`src/rtl/ql_bus_ack.sv`:
```
// CPU bus acknowledge sequencer: turns address-strobe cycles into SDRAM requests
// and DTACK/BERR responses, stepping on the bus-phase strobe ce_bus_p.
module ql_bus_ack #(
  parameter int unsigned TIMEOUT = 64
) (
  input  logic clk_sys,
  input  logic reset,
  input  logic ce_bus_p,
  input  logic timing_enable,
  input  logic cpu_as,
  input  logic cpu_rw,
  input  logic sel_ram,
  input  logic sel_rom,
  input  logic sel_io,
  input  logic ram_delay_dtack,
  input  logic io_ready,
  output logic sdram_oe,
  output logic sdram_wr,
  output logic cpu_dtack_n,
  output logic cpu_berr_n,
  output logic busy
);

  typedef enum logic [2:0] {
    IDLE,
    REQ,
    WAIT_RAM,
    WAIT_IO,
    ACK,
    BERR,
    RELEASE
  } state_e;

  localparam logic [6:0] TimeoutVal = TIMEOUT[6:0];

  state_e     stateQ, stateD;
  logic [6:0] countQ, countD;
  logic       selQ, selD;
  logic       oeQ, oeD;
  logic       wrQ, wrD;
  logic       dtackNQ, dtackND;
  logic       berrNQ, berrND;
  logic       busyQ, busyD;
  logic [6:0] countInc;
  logic       timeoutHit;

  // The comparison uses the value the counter takes on this strobe, so the
  // bus error lands on the TIMEOUT-th strobe after the one that started the cycle.
  assign countInc   = (countQ == 7'd127) ? countQ : countQ + 7'd1;
  assign timeoutHit = (countInc == TimeoutVal);

  always_ff @(posedge clk_sys) begin
    if (reset) begin
      stateQ  <= IDLE;
      countQ  <= 7'd0;
      selQ    <= 1'b0;
      oeQ     <= 1'b0;
      wrQ     <= 1'b0;
      dtackNQ <= 1'b1;
      berrNQ  <= 1'b1;
      busyQ   <= 1'b0;
    end else begin
      stateQ  <= stateD;
      countQ  <= countD;
      selQ    <= selD;
      oeQ     <= oeD;
      wrQ     <= wrD;
      dtackNQ <= dtackND;
      berrNQ  <= berrND;
      busyQ   <= busyD;
    end
  end

  always_comb begin
    stateD = stateQ;
    countD = countQ;
    selD   = selQ;
    oeD    = oeQ;
    wrD    = wrQ;

    unique case (stateQ)
      IDLE: begin
        if (ce_bus_p && cpu_as) begin
          countD = 7'd0;
          selD   = sel_ram | sel_rom | sel_io;
          if (sel_ram || sel_rom) begin
            stateD = REQ;
            oeD    = cpu_rw;
            wrD    = !cpu_rw && sel_ram;
          end else begin
            stateD = WAIT_IO;
            oeD    = 1'b0;
            wrD    = 1'b0;
          end
        end
      end
      REQ, WAIT_RAM, WAIT_IO: begin
        // An abort needs no strobe and beats a same-cycle timeout or ready.
        if (!cpu_as) begin
          stateD = RELEASE;
        end else if (ce_bus_p) begin
          countD = countInc;
          if (timeoutHit) begin
            stateD = BERR;
          end else if (stateQ == REQ) begin
            stateD = WAIT_RAM;
          end else if (stateQ == WAIT_RAM && (!ram_delay_dtack || !timing_enable)) begin
            stateD = ACK;
          end else if (stateQ == WAIT_IO && io_ready && selQ) begin
            stateD = ACK;
          end
        end
      end
      ACK, BERR: begin
        if (!cpu_as) begin
          stateD = RELEASE;
        end
      end
      RELEASE: begin
        if (ce_bus_p) begin
          stateD = IDLE;
        end
      end
      default: stateD = IDLE;
    endcase

    if (stateD inside {BERR, RELEASE, IDLE}) begin
      oeD = 1'b0;
      wrD = 1'b0;
    end

    dtackND = (stateD != ACK);
    berrND  = (stateD != BERR);
    busyD   = (stateD != IDLE);
  end

  assign sdram_oe    = oeQ;
  assign sdram_wr    = wrQ;
  assign cpu_dtack_n = dtackNQ;
  assign cpu_berr_n  = berrNQ;
  assign busy        = busyQ;

endmodule
```
`config.mk`:
```
export PLATFORM = sky130hd
export DESIGN_NAME = ql_bus_ack
export DESIGN_NICKNAME = d
export VERILOG_FILES = /design/src/rtl/ql_bus_ack.sv
export SDC_FILE = /design/constraint.sdc
export NUM_CORES = 1
export LEC_CHECK = 0
export ABC_CLOCK_PERIOD_IN_PS = 5300
export CAP_MARGIN = 20
export CORE_ASPECT_RATIO = 0.8
export CORE_MARGIN = 10
export CORE_UTILIZATION = 53
export CTS_CLUSTER_DIAMETER = 30
export DETAILED_ROUTE_END_ITERATION = 10
export GPL_ROUTABILITY_DRIVEN = 0
export GPL_TIMING_DRIVEN = 0
export PLACE_DENSITY = 0.79
export SLEW_MARGIN = 15
export SYNTH_ARGS = -nofsm -noshare
export SYNTH_HDL_FRONTEND = slang
export SYNTH_SLANG_ARGS = --single-unit
```
`constraint.sdc`:
```
create_clock -name clk_sys -period 5.3 [get_ports clk_sys]
set_input_delay 1.06 -clock clk_sys [delete_from_list [all_inputs] [get_ports clk_sys]]
set_output_delay 1.06 -clock clk_sys [all_outputs]
set_load 0.01 [all_outputs]
```
==> run summary <==
• 0% — mux contribution to synthesized area
• 677 µm² — area of the multi-input gates
• sky130_fd_sc_hd__clkbuf_4 — Clock Root Buffer
• 175 — fillcell total
• 0 — initial antenna violation count
• 0% — Synth Area in XOR/XNOR
• sdram_wr — hold path start
• 168 — number of nets in the final layout
• 0 — antenna cell count
• sdram_wr — worst-case hold path end point
• 1050 — number of vias in the routed layout
• 38 — DRT iter0 DRCs
• 4 — First-pass DRT Iterations
• 2.94 ns — final worst path period need
• 968 — number of global-route vias before repair
• 0% — share of flip-flops with an asynchronous set or reset after synthesis
• 0 — Post-CTS Resized
• 15 — count of buffers from port buffering
• 340 MHz — Highest Clock Rate
• 45.5% — proportion of power drawn by flip-flops and latches
• reg2reg — worst hold path class
• 0.00125 mm² — final design area excluding fillers
• 0.00678 ns — Setup Skew
• 3.13 ns — arrival time of the worst setup path
• 0 — Max Slew Vio Count
• 19.3% — Syn-to-layout area delta
• 30.5% — share of the synthesized area in the top cell type
• sky130_fd_sc_hd__clkdlybuf4s50_1 — Crit-path slowest cell
• 0.08 ns — post-CTS clock slew at the launch and capture registers of the worst setup and hold paths
• 95.7 µW — net load switching power
• simple AND/OR/NAND/NOR gates — combinational family with the most area after synthesis
• sky130_fd_sc_hd__dfxtp_1 — cell type contributing the most total cell area after synthesis
• 2.99 ns — Reg2Reg Setup Slack
• 0.529 ns — Hold WS
• 0 — setup repair bufs after CTS
• 11 — pin count of the biggest net entering global routing
• 30.5% — portion of the post-synthesis area used by sequential elements
• 32.5% — net switching fraction of the power
• 0 — number of enable flip-flop cells after synthesis
• sky130_fd_sc_hd__dfxtp_1 — Primary FF master, synth
• 0.00187 mm² — Std-Cell Core Area
• 16 — # clock sinks
• 16 — top-level I/O count
• 44 — number of distinct library cells after synthesis
• 66.2% — relative slew slack
• sky130_fd_sc_hd__dfxtp_1 (16), sky130_fd_sc_hd__nand2_1 (15), sky130_fd_sc_hd__a21oi_1 (13), sky130_fd_sc_hd__nor2_1 (13), sky130_fd_sc_hd__nor3_1 (8) — commonest cells in the synthesized netlist
• 148 — net count of the mapped netlist
• 5.90 — Avg Vias per Cell
• sdram_wr — destination of the worst register-to-register timing path
• 2.36 ns — Final Worst Setup Slack
• 9.09% — ratio of cells with drive above 1 in the final layout
• 21.8% — Clock Power Share
• sky130_fd_sc_hd__dfxtp_1 (31%), sky130_fd_sc_hd__a21oi_1 (6.2%), sky130_fd_sc_hd__nand2_1 (5.4%) — biggest area contributors in the synthesized netlist
• in2reg — classification of the worst setup path
• 136 — synthesized netlist cell count
• 0 — number of buffers added to fix hold violations after cts
• 2.08 ns — minimum setup slack after placement
• 0 — number of design rule violations left after detail routing
• 199 µW — Power Internal
• 7 — length in cells of the worst reg-to-reg path
• 69.8 µm — die span in x
• 55.4% — share of the cycle needed by the critical path after routing
• finished, final reports clean — status
• 14 — row count
• 1 — H-tree levels
• 56.0% — initial cell density of the core
• 27.1% — share of the synthesized area in compound gates (AO/OA/AOI/OAI)
• flip-flop — kind of end point of the critical path
• 2 — Clock Tree Buf Depth
• 0 — DRT antenna net count
• 12.4% — overall global routing resource usage
• primary input — startpoint type of the worst setup path
• 127 µm — routed length on met3
• 2.51 mm — Post-Route WL
• 0.52 ns — largest incremental delay on the critical path
• 14.1 µm — mean routed wirelength per cell
• 16 — number of flip-flops and latches in the synthesized netlist
• 0.29 ns — clock latency of the later-clocked register in the worst-skew pair
• 0 — max-capacitance violation count
• 0 — total congestion overflow
• 0 — Fin. Hold Viols
• 320 µm² — register area
• 0.00105 mm² — Post-Synthesis Cell Area
• 3 — CTS buffer count
• 235 mW/mm² — total power per unit cell area
• 0.508 ns — Least-Margin Pin Slew
• 9 — crit path max fanout
• 206 µV — Worst IR Drop VDD
• 1.29 mm — sum of routed wire segments on met1
• met4 — uppermost routed layer
• countQ[0] — Crit Reg-Reg Startpoint
• clkdlybuf4s50_1 > and3b_1 > buf_2 > a22oi_1 > o211ai_1 > o31ai_2 > a2bb2oi_1 > nor4_1 — cell-by-cell listing of the critical path
• 1.07 mm — routed wl met2
• 0 ns — TNS Setup
• 7.72 µm² — Avg Cell Area, Syn
• 0.00417 mm² — die outline area
• no — setup repair after global routing missed its margin
• sky130_fd_sc_hd__dfxtp_1 — most frequently used cell type in the post-synthesis netlist
• 36.2% — Simple-Gate Fraction of Synth Area
• 1.93 mm — HPWL after DPL
• 32.7% — part of the power in combinational logic
• 1.19% — Post-Synth Adder-Cell Area
• 0 — YS warnings
• 0.427 nW — leakage power summed over all cells
• 0 — Setup-failing EPs final
• 5.49 ns — Req. time, crit path
• yes — clock tree from TritonCTS
• 4.33 mm — first-pass GRT wire length
• 59.8 µm — die height
• 2 — hold depth
• 0.00123 mm² — post-place instance area
-- cells by family after synthesis --
kind of cell,Yosys count
compound gates,39
fa+ha+maj,1
buf+inv,12
flops,16
simple gates,68
-- power by group through the flow --
stage | sequential, mW | combinational [mW] | clock (mW)
final | 0.134 | 0.0962 | 0.0643
after global routing | 0.135 | 0.107 | 0.0700
after CTS | 0.134 | 0.0959 | 0.0650
after detailed placement | 0.137 | 0.0954 | 0
after global placement | 0.135 | 0.0944 | 0
after floorplan | 0.137 | 0.0635 | 0
-- registers in the layout (all words and copies together), names as in the netlist --
signal	count
sdram_oe	1
cpu_dtack_n	1
countQ	7
stateQ	3
cpu_berr_n	1
busy	1
selQ	1
sdram_wr	1
-- worst max-delay path, delay by kind of cell --
family / cells / cell delay [ns]
compound gates: 4 / 0.88
buf+inv: 2 / 0.70
simple gates: 2 / 0.49
-- per-layer routing --
metal	up-vias	global-route usage (%)
met5	-	0
met4	0	3.37
met3	2	3.81
met2	26	18.6
met1	482	16.6
li1	540	-
-- worst max path at each step --
stage                         from  endpoint  slack (ns)  depth (start not counted)
after global routing      ce_bus_p  sdram_oe        2.13                          8
after floorplan           ce_bus_p  sdram_oe        2.88                          7
after detailed placement    cpu_as  sdram_wr        2.08                          8
after CTS                   cpu_as  sdram_wr        2.35                          8
final                       cpu_as  sdram_wr        2.36                          8
after global placement      cpu_as  sdram_oe        2.12                          8
-- per-stage QoR --
step	util (%)	cells	power [mW]
after global placement	65.6	175	0.230
after detailed placement	65.6	175	0.232
final	66.8	178	0.294
after floorplan	-	136	0.200
after global routing	66.8	178	0.312
after CTS	66.8	178	0.295
-- cell usage in the layout (no fill, tap or decap), drive strengths merged, types with 3 or more instances in the layout --
master,synthesis,final
inv,3,3
or2,3,3
o211ai,3,3
o21bai,3,3
clkdlybuf4s50,0,15
nor3,8,8
nand2b,4,4
dfxtp,16,16
clkbuf,5,8
a21oi,13,13
nor2,13,13
o21ai,6,6
nand4,3,3
nor4,5,5
nor2b,4,4
nand2,15,15
nand3,3,3
buf,4,4
-- final cells by class --
class                   count  share of cell area (%)
flip-flops and latches     16                    25.6
well taps                  24                    2.40
repair buffers             15                    12.0
multi-input cells         108                    54.0
clock buffers               3                    1.80
inverters                   3                   0.899
plain buffers               9                    3.30
(Power assumes the default switching activity.)
